File: src/rtl/hazard_ctrl.sv
//============================================================================
// Module      : hazard_ctrl
// Description : Pipeline hazard unit for a 5-stage MIPS-style core.
//               Detects load-use, branch-in-D and mult/div hazards,
//               produces stall/flush controls and operand forwarding
//               selects. Also tracks the multi-cycle mult/div unit and
//               keeps a saturating count of stalled cycles.
// Revision    : 1.0 - initial release
//============================================================================
`default_nettype none

module hazard_ctrl (
  input  logic        clk,
  input  logic        reset_n,
  // source registers of D and E
  input  logic [4:0]  rsD,
  input  logic [4:0]  rtD,
  input  logic [4:0]  rsE,
  input  logic [4:0]  rtE,
  // destination registers of E, M, W
  input  logic [4:0]  a_E,
  input  logic [4:0]  a_M,
  input  logic [4:0]  a_W,
  input  logic        regwrite_E,
  input  logic        regwrite_M,
  input  logic        regwrite_W,
  input  logic        memtoreg_E,
  input  logic        memtoreg_M,
  // D-stage operand usage
  input  logic        use_rs_D,
  input  logic        use_rt_D,
  input  logic        branch_D,
  // mult/div unit
  input  logic        md_start_E,
  input  logic        md_is_div_E,
  input  logic        md_use_D,
  // stall / flush
  output logic        stall_F,
  output logic        stall_D,
  output logic        clr_E,
  // forwarding selects
  output logic        fwd_rsD,
  output logic        fwd_rtD,
  output logic [1:0]  fwd_rsE,
  output logic [1:0]  fwd_rtE,
  // status
  output logic        md_busy,
  output logic [15:0] stall_cnt
);

  // Forwarding select encodings for the E-stage operand muxes.
  localparam logic [1:0] FWD_RF = 2'b00;
  localparam logic [1:0] FWD_W  = 2'b01;
  localparam logic [1:0] FWD_M  = 2'b10;

  // Busy lengths of the mult/div unit, counted from the issue edge.
  localparam logic [3:0] MULT_CYCLES = 4'd5;
  localparam logic [3:0] DIV_CYCLES  = 4'd10;

  localparam logic [15:0] STALL_CNT_MAX = 16'hFFFF;

  // Register state
  logic [3:0]  md_cnt_q,    md_cnt_d;
  logic [15:0] stall_cnt_q, stall_cnt_d;

  // Register 0 is hard-wired to zero and can never be a real dependency.
  logic rsD_nz, rtD_nz, rsE_nz, rtE_nz;
  assign rsD_nz = (rsD != 5'd0);
  assign rtD_nz = (rtD != 5'd0);
  assign rsE_nz = (rsE != 5'd0);
  assign rtE_nz = (rtE != 5'd0);

  // Raw register-number matches against the downstream destinations.
  logic rsD_eq_E, rtD_eq_E, rsD_eq_M, rtD_eq_M;
  logic rsE_eq_M, rtE_eq_M, rsE_eq_W, rtE_eq_W;
  assign rsD_eq_E = rsD_nz && (rsD == a_E);
  assign rtD_eq_E = rtD_nz && (rtD == a_E);
  assign rsD_eq_M = rsD_nz && (rsD == a_M);
  assign rtD_eq_M = rtD_nz && (rtD == a_M);
  assign rsE_eq_M = rsE_nz && (rsE == a_M);
  assign rtE_eq_M = rtE_nz && (rtE == a_M);
  assign rsE_eq_W = rsE_nz && (rsE == a_W);
  assign rtE_eq_W = rtE_nz && (rtE == a_W);

  logic lu_stall;
  logic br_stall;
  logic md_stall;
  logic stall;

  // Stall conditions: load-use, branch operand not yet available, mult/div busy.
  always_comb begin
    lu_stall = memtoreg_E && ((use_rs_D && rsD_eq_E) || (use_rt_D && rtD_eq_E));

    // A branch in D compares operands immediately, so it must wait for any
    // ALU result still in E and any load result still in M.
    br_stall = branch_D &&
               ((regwrite_E && (rsD_eq_E || rtD_eq_E)) ||
                (memtoreg_M && (rsD_eq_M || rtD_eq_M)));

    // A newly issued op counts as busy in its issue cycle even though the
    // counter only loads on the following edge.
    md_stall = md_use_D && (md_busy || md_start_E);

    stall    = lu_stall || br_stall || md_stall;
  end

  assign stall_F = stall;
  assign stall_D = stall;
  assign clr_E   = stall;

  // E-stage forwarding: the younger M result wins over W.
  always_comb begin
    fwd_rsE = FWD_RF;
    fwd_rtE = FWD_RF;
    if (regwrite_M && rsE_eq_M)      fwd_rsE = FWD_M;
    else if (regwrite_W && rsE_eq_W) fwd_rsE = FWD_W;
    if (regwrite_M && rtE_eq_M)      fwd_rtE = FWD_M;
    else if (regwrite_W && rtE_eq_W) fwd_rtE = FWD_W;
  end

  // D-stage forwarding from M; a load in M has no data yet, so it is excluded
  // (the branch stall covers that case).
  always_comb begin
    fwd_rsD = regwrite_M && !memtoreg_M && rsD_eq_M;
    fwd_rtD = regwrite_M && !memtoreg_M && rtD_eq_M;
  end

  // Mult/div countdown: load on issue when idle, ignore issue while counting.
  always_comb begin
    md_cnt_d = md_cnt_q;
    if (md_cnt_q != 4'd0) begin
      md_cnt_d = md_cnt_q - 4'd1;
    end else if (md_start_E) begin
      md_cnt_d = md_is_div_E ? DIV_CYCLES : MULT_CYCLES;
    end
  end

  // Stalled-cycle counter, saturating instead of wrapping.
  always_comb begin
    stall_cnt_d = stall_cnt_q;
    if (stall && (stall_cnt_q != STALL_CNT_MAX)) begin
      stall_cnt_d = stall_cnt_q + 16'd1;
    end
  end

  // State registers; reset also aborts an in-flight mult/div.
  always_ff @(posedge clk) begin
    if (!reset_n) begin
      md_cnt_q    <= 4'd0;
      stall_cnt_q <= 16'd0;
    end else begin
      md_cnt_q    <= md_cnt_d;
      stall_cnt_q <= stall_cnt_d;
    end
  end

  assign md_busy   = (md_cnt_q != 4'd0);
  assign stall_cnt = stall_cnt_q;

endmodule

`default_nettype wire
File: config.mk
export PLATFORM = sky130hd
export DESIGN_NAME = hazard_ctrl
export DESIGN_NICKNAME = d
export VERILOG_FILES = /design/src/rtl/hazard_ctrl.sv
export SDC_FILE = /design/constraint.sdc
export NUM_CORES = 1
export LEC_CHECK = 0
export BUFFER_PORTS_ARGS = -buffer_cell sky130_fd_sc_hd__buf_4
export CORE_MARGIN = 10
export CORE_UTILIZATION = 50
export DETAILED_ROUTE_END_ITERATION = 10
export PLACE_DENSITY_LB_ADDON = 0.05
export SETUP_SLACK_MARGIN = 0.5
export SLEW_MARGIN = 40
export SYNTH_ARGS = -nofsm -noshare
export SYNTH_HDL_FRONTEND = slang
export SYNTH_SLANG_ARGS = --single-unit
export TNS_END_PERCENT = 100
File: constraint.sdc
create_clock -name clk -period 4.2 [get_ports clk]
set_input_delay 0.63 -clock clk [delete_from_list [all_inputs] [get_ports clk]]
set_output_delay 0.63 -clock clk [all_outputs]
set_load 0.02 [all_outputs]
==> results of run 1 <==
[Yosys cell counts, drive strengths merged]
cell	count
xor2	18
dfxtp	20
nand2	13
clkinv	1
and4	2
o31ai	2
a21o	1
nor2b	4
and3	7
and3b	2
nor2	9
or3b	1
a311oi	1
ha	2
or3	3
a211oi	4
xnor2	22
a31oi	4
nand2b	9
o211ai	6
buf	3
o21ai	7
nor4b	2
clkbuf	3
nand3b	1
and2	2
nand4	6
a21oi	9
nor3	8
mux2i	8
and4b	1
o41ai	1
nor4	6
inv	5
a31o	1
nand3	6
or4	3
[final timing paths]
path                                   start      endpoint  slack, ns  cells after the start
worst max register to register   md_cnt_q[0]  stall_cnt[4]       1.86                      9
worst min-delay path            stall_cnt[8]  stall_cnt[8]       0.51                      2
worst min register to register  stall_cnt[8]  stall_cnt[8]       0.51                      2
worst max-delay path             md_cnt_q[0]       stall_D       1.12                      9
[where the power goes]
group	total (uW)	leakage (uW)	internal (uW)	switching [uW]
sequential	238	0.000162	213	24.8
combinational	314	0.000808	150	164
clock	159	0.0000279	96.5	62.5
total	711	0.000998	459	251
[logic make-up after synthesis]
kind of cell | after synthesis | share of synthesized area
AO/OA/AOI/OAI | 36 | 0.168
AND/OR/NAND/NOR | 85 | 0.294
adder cells (fa/ha/maj) | 2 | 0.0147
buffers and inverters | 12 | 0.0360
multiplexers | 8 | 0.0470
flip-flops | 20 | 0.235
XOR/XNOR | 40 | 0.206
[cell type report]
cell class | count | area (um^2) | share of cell area
multi-input combinational | 171 | 1240 | 0.534
timing repair buffer | 73 | 548 | 0.236
sequential | 20 | 400 | 0.172
tap | 46 | 57.6 | 0.0248
clock inverter | 1 | 30.0 | 0.0129
clock buffer | 3 | 22.5 | 0.00970
inverter | 6 | 22.5 | 0.00970
[metal layers]
metal	GRT usage	wire, um	up-vias
li1	-	-	885
met1	0.178	2120	764
met2	0.263	2310	44
met3	0.0547	297	6
met4	0.0341	48	0
met5	0	0	-
[sequential cells by signal, indices dropped and copies added, names as in the netlist]
name / flops
stall_cnt: 16
md_cnt_q: 4
[per-stage QoR]
stage	cells	total power (uW)	instance area [um^2]	hold slack (ns)	setup WS [ns]
after floorplan	203	449	1700	0.455	1.41
after global placement	316	549	2270	0.482	1.29
after detailed placement	316	555	2270	0.485	1.27
after CTS	320	715	2320	0.504	1.12
after global routing	320	766	2320	0.526	0.950
final	320	711	2320	0.506	1.12
[critical path: stages, from the launching register on]
cell	delay, ns
dfxtp_1	0.37
inv_1	0.07
ha_1	0.22
or3b_1	0.46
o21ai_0	0.23
o41ai_2	0.13
a31oi_4	0.24
and3_2	0.22
inv_1	0.06
buf_4	0.15
==> summary.md, run 1 <==
| Metric | Value |
|---|---|
| DP Wirelength | `3990 um` |
| LEAKAGE | `0.000998 uW` |
| # diodes | `0` |
| Largest net degree at the start of global routing | `20` |
| Fin util | `0.701` |
| DRT iter0 DRCs | `98` |
| DRC Markers | `0` |
| Pwr/cell area | `306 nW/um^2` |
| CTS tree | `built` |
| Sinks on the clock net | `20` |
| Crit path arrival time | `2.45 ns` |
| Antenna violations before repair | `0` |
| Peak VDD IR | `0.334 mV` |
| Leading cell type in the layout, fill and taps excluded | `buf_4` |
| RSZ-0062 raised after global routing | `false` |
| Max Buffers Root-to-Sink | `2` |
| Final hold violations | `0` |
| DRT Wirelength | `4780 um` |
| Yosys Warn Count | `0` |
| Synthesized net count | `253` |
| Worst clock skew | `0.00852 ns` |
| Drt wl/cell | `14.9 um` |
| Via total after detailed routing | `1699` |
| Tmin final | `3.08 ns` |
| Post-Syn Area | `1700 um^2` |
| Sequential fraction of the synthesis area | `0.235` |
| CP Class | `reg -> out` |
| Die ar. | `6140 um^2` |
| H-tree level count | `1` |
| Synth area leader | `dfxtp_1` |
| Vias per cell | `5.31` |
| Die Ht | `78.4 um` |
| Worst-Skew Late Latency | `0.31 ns` |
| Initial DRT Pass Iterations | `4` |
| Type of the most critical hold path | `reg -> reg` |
| # hold bufs at CTS | `0` |
| Worst slew margin | `0.625` |
| Layout overhead on the synthesized area | `36.4%` |
| First-pass GRT wire length | `7990 um` |
| Total gr overflow | `0` |
| Total GRT Usage | `0.153` |
| Num rows | `21` |
| DIE WIDTH | `78.4 um` |
| FF+latch count, synth | `20` |
| Clk slew on worst S/H paths | `0.12 ns` |
| Synth Instances | `203` |
| Placer Congestion | `0.861` |
| Share of layout cells above drive strength 1 | `0.328` |
| Final setup fails | `0` |
| Status | `finished, final reports clean` |
| CP max FO | `7` |
| Number of port buffers | `73` |
| Largest cells by area after synthesis | `dfxtp_1 (24%), xnor2_1 (11%), xor2_1 (9.3%), mux2i_1 (4.7%), nand2b_1 (3.3%)` |
| Post-cts resize count | `0` |
| Most frequent cells in the layout | `buf_4 (73), xnor2_1 (22), dfxtp_1 (20)` |
| Vias in the first global route | `1757` |
| Post-CTS setup buffers | `0` |
| Period utilization | `0.732` |
| Area share of the largest cell type after synthesis | `0.235` |
| Io pins | `74` |
| CTS buffer count | `3` |
| Worst setup EP type | `output pin` |
| Fillers | `306` |
| Slew Limit Fails | `0` |
| Number of library cell types mapped by synthesis | `46` |
| Root buffer cell | `clkbuf_4` |
| Initial core utilization | `0.514` |
| Required @ worst endpoint | `3.57 ns` |
| CP Launch Type | `register` |
| Core footprint | `3310 um^2` |
| Antenna-violating nets left | `0` |
| Avg Inst Size Synth | `8.39 um^2` |
| Maxcap violations | `0` |
| Final Net Count | `325` |
| Setup TNS | `0 ns` |
| Least-Margin Pin Slew | `0.557 ns` |
| Max Fclk | `325 MHz` |
Power figures use the tool's default switching activity.
==> run 2: changes to the inputs <==
--- a/config.mk
+++ b/config.mk
@@ -5,9 +5,10 @@
 export SDC_FILE = /design/constraint.sdc
 export NUM_CORES = 1
 export LEC_CHECK = 0
+export ABC_AREA = 1
 export BUFFER_PORTS_ARGS = -buffer_cell sky130_fd_sc_hd__buf_4
 export CORE_MARGIN = 10
-export CORE_UTILIZATION = 50
+export CORE_UTILIZATION = 44
 export DETAILED_ROUTE_END_ITERATION = 10
 export PLACE_DENSITY_LB_ADDON = 0.05
 export SETUP_SLACK_MARGIN = 0.5
==> constraint.sdc (replaced) <==
create_clock -name clk -period 2.45 [get_ports clk]
set_input_delay 0.3675 -clock clk [delete_from_list [all_inputs] [get_ports clk]]
set_output_delay 0.3675 -clock clk [all_outputs]
set_load 0.02 [all_outputs]
==> run 2 against run 1 <==
Compared with the run above:
- routed wire length increased by 27%
- clock skew shrank 0.0068 ns
- first-iteration DRC count is 1.0% lower
- worst setup slack worse by 0.96 ns
- global-route usage increased by 0.13 points
- synthesized cell count is 55% higher
- flip-flop and latch count did not move
- die area grew 18%
- clock power is 40% higher
- via count up 32%
- largest cell class unchanged
==> summary.md, run 2 <==
| Metric | Value |
|---|---|
| Slew Limit Fails | `0 (unchanged)` |
| Avg Inst Size Synth | `5.91 um^2 (-30%)` |
| CP max FO | `4 (-3)` |
| Register area | `402 um^2 (+0.31%)` |
| CP Class | `reg -> out` |
| Non-filler instance count after layout | `449 (+40%)` |
| CP most frequent cell | `inv_2` |
| Reg2Reg Capture Point | `stall_cnt[0]` |
| FF+latch count, synth | `20 (unchanged)` |
| Setup TNS | `0 ns (unchanged)` |
| DRT iter0 DRCs | `97 (-1.0%)` |
| Peak VDD IR | `0.379 mV (+14%)` |
| Synth Instances | `315 (+55%)` |
| P_int | `937 uW (+100%)` |
| # diodes | `0 (unchanged)` |
| Fillers | `377 (+23%)` |
| Number of port buffers | `73 (unchanged)` |
| DRC Markers | `0 (unchanged)` |
| # hold bufs at CTS | `0 (unchanged)` |
| Worst Path Buf+Inv | `5 (+2)` |
| CP Launch Type | `register` |
| Status | `finished, final reports clean` |
| DRT Wirelength | `6070 um (+27%)` |
| Post-synth ARST share | `0 (unchanged)` |
| Max Fclk | `437 MHz` |
| Post-Syn Area | `1860 um^2 (+9.3%)` |
| Comb pwr share | `0.591 (+0.149)` |
| Worst-Skew Late Latency | `0.26 ns (-0.05 ns)` |
| Die ar. | `7230 um^2 (+18%)` |
| Post-synth top cells | `nand2_1 (84), nor2_1 (48), inv_1 (43)` |
| Die Ht | `85.0 um (+8.5%)` |
| Num rows | `23 (+9.5%)` |
| Worst flop-to-flop path startpoint | `md_cnt_q[0]` |
| Final Net Count | `451 (+39%)` |
| CP max stage cell | `dfxtp_2` |
| Pwr/cell area | `542 nW/um^2 (+77%)` |
| Maxcap violations | `0 (unchanged)` |
| Dpl ws | `0.296 ns (-0.972 ns)` |
| CTS tree | `built` |
| Worst reg2reg path depth | `16 (+7)` |
| Area share of the largest cell type after synthesis | `0.215 (-0.0199)` |
| Leading cell type in the layout, fill and taps excluded | `nand2_1` |
| RSZ-0062 raised after global routing | `true` |
| CP cell instances | `inv_2 > ha_4 > inv_2 > or2_4 > nor2_4 > inv_2 > or2_4 > nand2_2 > inv_2 > a21oi_2 > nand2_2 > buf_6` |
| DP Wirelength | `4410 um (+11%)` |
| Layout overhead on the synthesized area | `49.6%` |
| Required @ worst endpoint | `2.08 ns (-1.49 ns)` |
| Synthesized net count | `365 (+44%)` |
| EDFF count, synth | `0 (unchanged)` |
| Worst setup EP type | `output pin` |
| Max Buffers Root-to-Sink | `2 (unchanged)` |
| First-pass GRT wire length | `9630 um (+20%)` |
| Tmin final | `2.29 ns` |
| Final setup fails | `0 (unchanged)` |
| Drt wl/cell | `13.5 um (-9.4%)` |
| Reg power frac | `0.262 (-0.073)` |
| WP depth | `12 (+3)` |
| Type of the most critical hold path | `in -> reg` |
| Placer Congestion | `0.838 (-2.7%)` |
| Root buffer cell | `clkbuf_8` |
| Worst clock skew | `0.00171 ns (-0.00681 ns)` |
| Via total after detailed routing | `2236 (+32%)` |
| Antenna-violating nets left | `0 (unchanged)` |
| Predominant post-synthesis flop cell | `dfxtp_1` |
| Total power | `1510 uW (+110%)` |
| Initial DRT Pass Iterations | `4 (unchanged)` |
| Sinks on the clock net | `20 (unchanged)` |
| Vias in the first global route | `2142 (+22%)` |
| FF-to-FF setup slack | `0.24 ns (-1.62 ns)` |
| Most frequent cells in the layout | `nand2_1 (83), buf_4 (80), nor2_1 (48)` |
| Antenna violations before repair | `0 (unchanged)` |
| H-tree level count | `1 (unchanged)` |
| Core footprint | `4060 um^2 (+23%)` |
| Sw Pwr | `570 uW (+130%)` |
| Least-Margin Pin Slew | `0.537 ns (-0.0197 ns)` |
| Synth area leader | `dfxtp_1` |
| Critical Path Source | `md_cnt_q[0]` |
| Period utilization | `0.933` |
| Clk slew on worst S/H paths | `0.07 ns (-0.05 ns)` |
| Total GRT Usage | `0.155 (+0.00126)` |
| CTS buffer count | `3 (unchanged)` |
| Worst slew margin | `0.639 (+0.0138)` |
| Total gr overflow | `0 (unchanged)` |
| Final setup margin | `0.164 ns (-0.960 ns)` |
| Multi-input gate area | `1360 um^2 (+9.6%)` |
| Yosys Warn Count | `0 (unchanged)` |
| Largest net degree at the start of global routing | `21 (+5.0%)` |
| LEAKAGE | `0.00139 uW (+39%)` |
| Part of the power in the clock network | `0.147 (-0.077)` |
| Vias per cell | `4.98 (-6.2%)` |
| Critical path's top delay family | `simple AND/OR/NAND/NOR gates` |
| Critical Path End | `stall_D` |
| Number of library cell types mapped by synthesis | `31 (-33%)` |
| Share of layout cells above drive strength 1 | `0.326 (-0.00265)` |
| Hold slack | `0.431 ns (-0.0758 ns)` |
| Sequential fraction of the synthesis area | `0.215 (-0.0199)` |
| Io pins | `74 (unchanged)` |
| Hold Startpoint | `md_is_div_E` |
| Placed Cells | `431 (+36%)` |
| Initial core utilization | `0.459 (-0.0558)` |
| Final hold violations | `0 (unchanged)` |
| Crit path arrival time | `1.92 ns (-0.53 ns)` |
| Max FFs per register | `16 (unchanged)` |
| Switch share | `0.378 (+0.0245)` |
| Count leader, synth | `nand2_1` |
| Worst path max stage delay | `0.33 ns (-0.13 ns)` |
| DIE WIDTH | `85.0 um (+8.5%)` |
| Largest cells by area after synthesis | `dfxtp_1 (22%), nand2_1 (17%), nor2_1 (9.7%), inv_1 (8.7%), nand3_1 (8.1%)` |
==> run 2: cell families (layout without fill, tap and decap cells) <==
group | Yosys count | count (layout) | share of synthesized area
buffers and inverters | 53 | 137 | 0.133
DFF | 20 | 20 | 0.215
AOI/OAI and AO/OA | 35 | 35 | 0.113
xor gates and xnor gates | 24 | 24 | 0.113
and+or+nand+nor | 181 | 181 | 0.412
adders and majority gates | 2 | 2 | 0.0134
==> run 2: repair_timing <==
item                                    4_1_cts  5_1_grt
endpoints found under the setup margin       19       22
gates cloned                                  1        1
buffers inserted                             10        3
resized for setup                             9       21
pin swaps                                     3        7
==> run 2: metal layers <==
layer  global-route usage  routed length, um  share of wire
met5                    0                  0              0
met4               0.0284                 32         0.0053
met3               0.0478                345          0.057
met2                0.257               2990           0.49
met1                0.192               2710           0.45
==> run 2: cell type report <==
| cell class | count | share of cell area |
|---|---|---|
| clock buffer | 3 | 0.0148 |
| inverter | 44 | 0.0594 |
| multi-input combinational | 242 | 0.489 |
| sequential | 20 | 0.144 |
| tap | 50 | 0.0225 |
| timing repair buffer | 90 | 0.270 |
==> run 2: metrics by stage <==
step / instance area [um^2] / util
floorplan: 1920 / -
global placement: 2460 / 0.605
detailed placement: 2460 / 0.605
CTS: 2640 / 0.650
global route: 2780 / 0.686
finish: 2780 / 0.686
==> run 2: power groups by stage <==
stage	logic, uW	registers, uW	clock network [uW]
after CTS	778	392	225
final	891	395	222
after detailed placement	580	399	0
after global placement	574	399	0
after floorplan	422	405	0
after global routing	972	399	239
==> run 2: worst min-delay path by stage <==
| stage | cells after the start | endpoint | slack [ns] |
|---|---|---|---|
| 3_5_place_dp | 2 | md_cnt_q[0] | 0.47 |
| 6_report | 4 | md_cnt_q[2] | 0.43 |
| 4_1_cts | 4 | md_cnt_q[2] | 0.43 |
| 5_1_grt | 4 | md_cnt_q[2] | 0.45 |
| 2_1_floorplan | 2 | md_cnt_q[0] | 0.45 |
| 3_3_place_gp | 2 | md_cnt_q[0] | 0.47 |
==> run 2: worst min-delay path, cell delays in order <==
cell and delay, ns:
buf_4 0.08, nand2_1 0.07, inv_1 0.09, a211oi_1 0.05
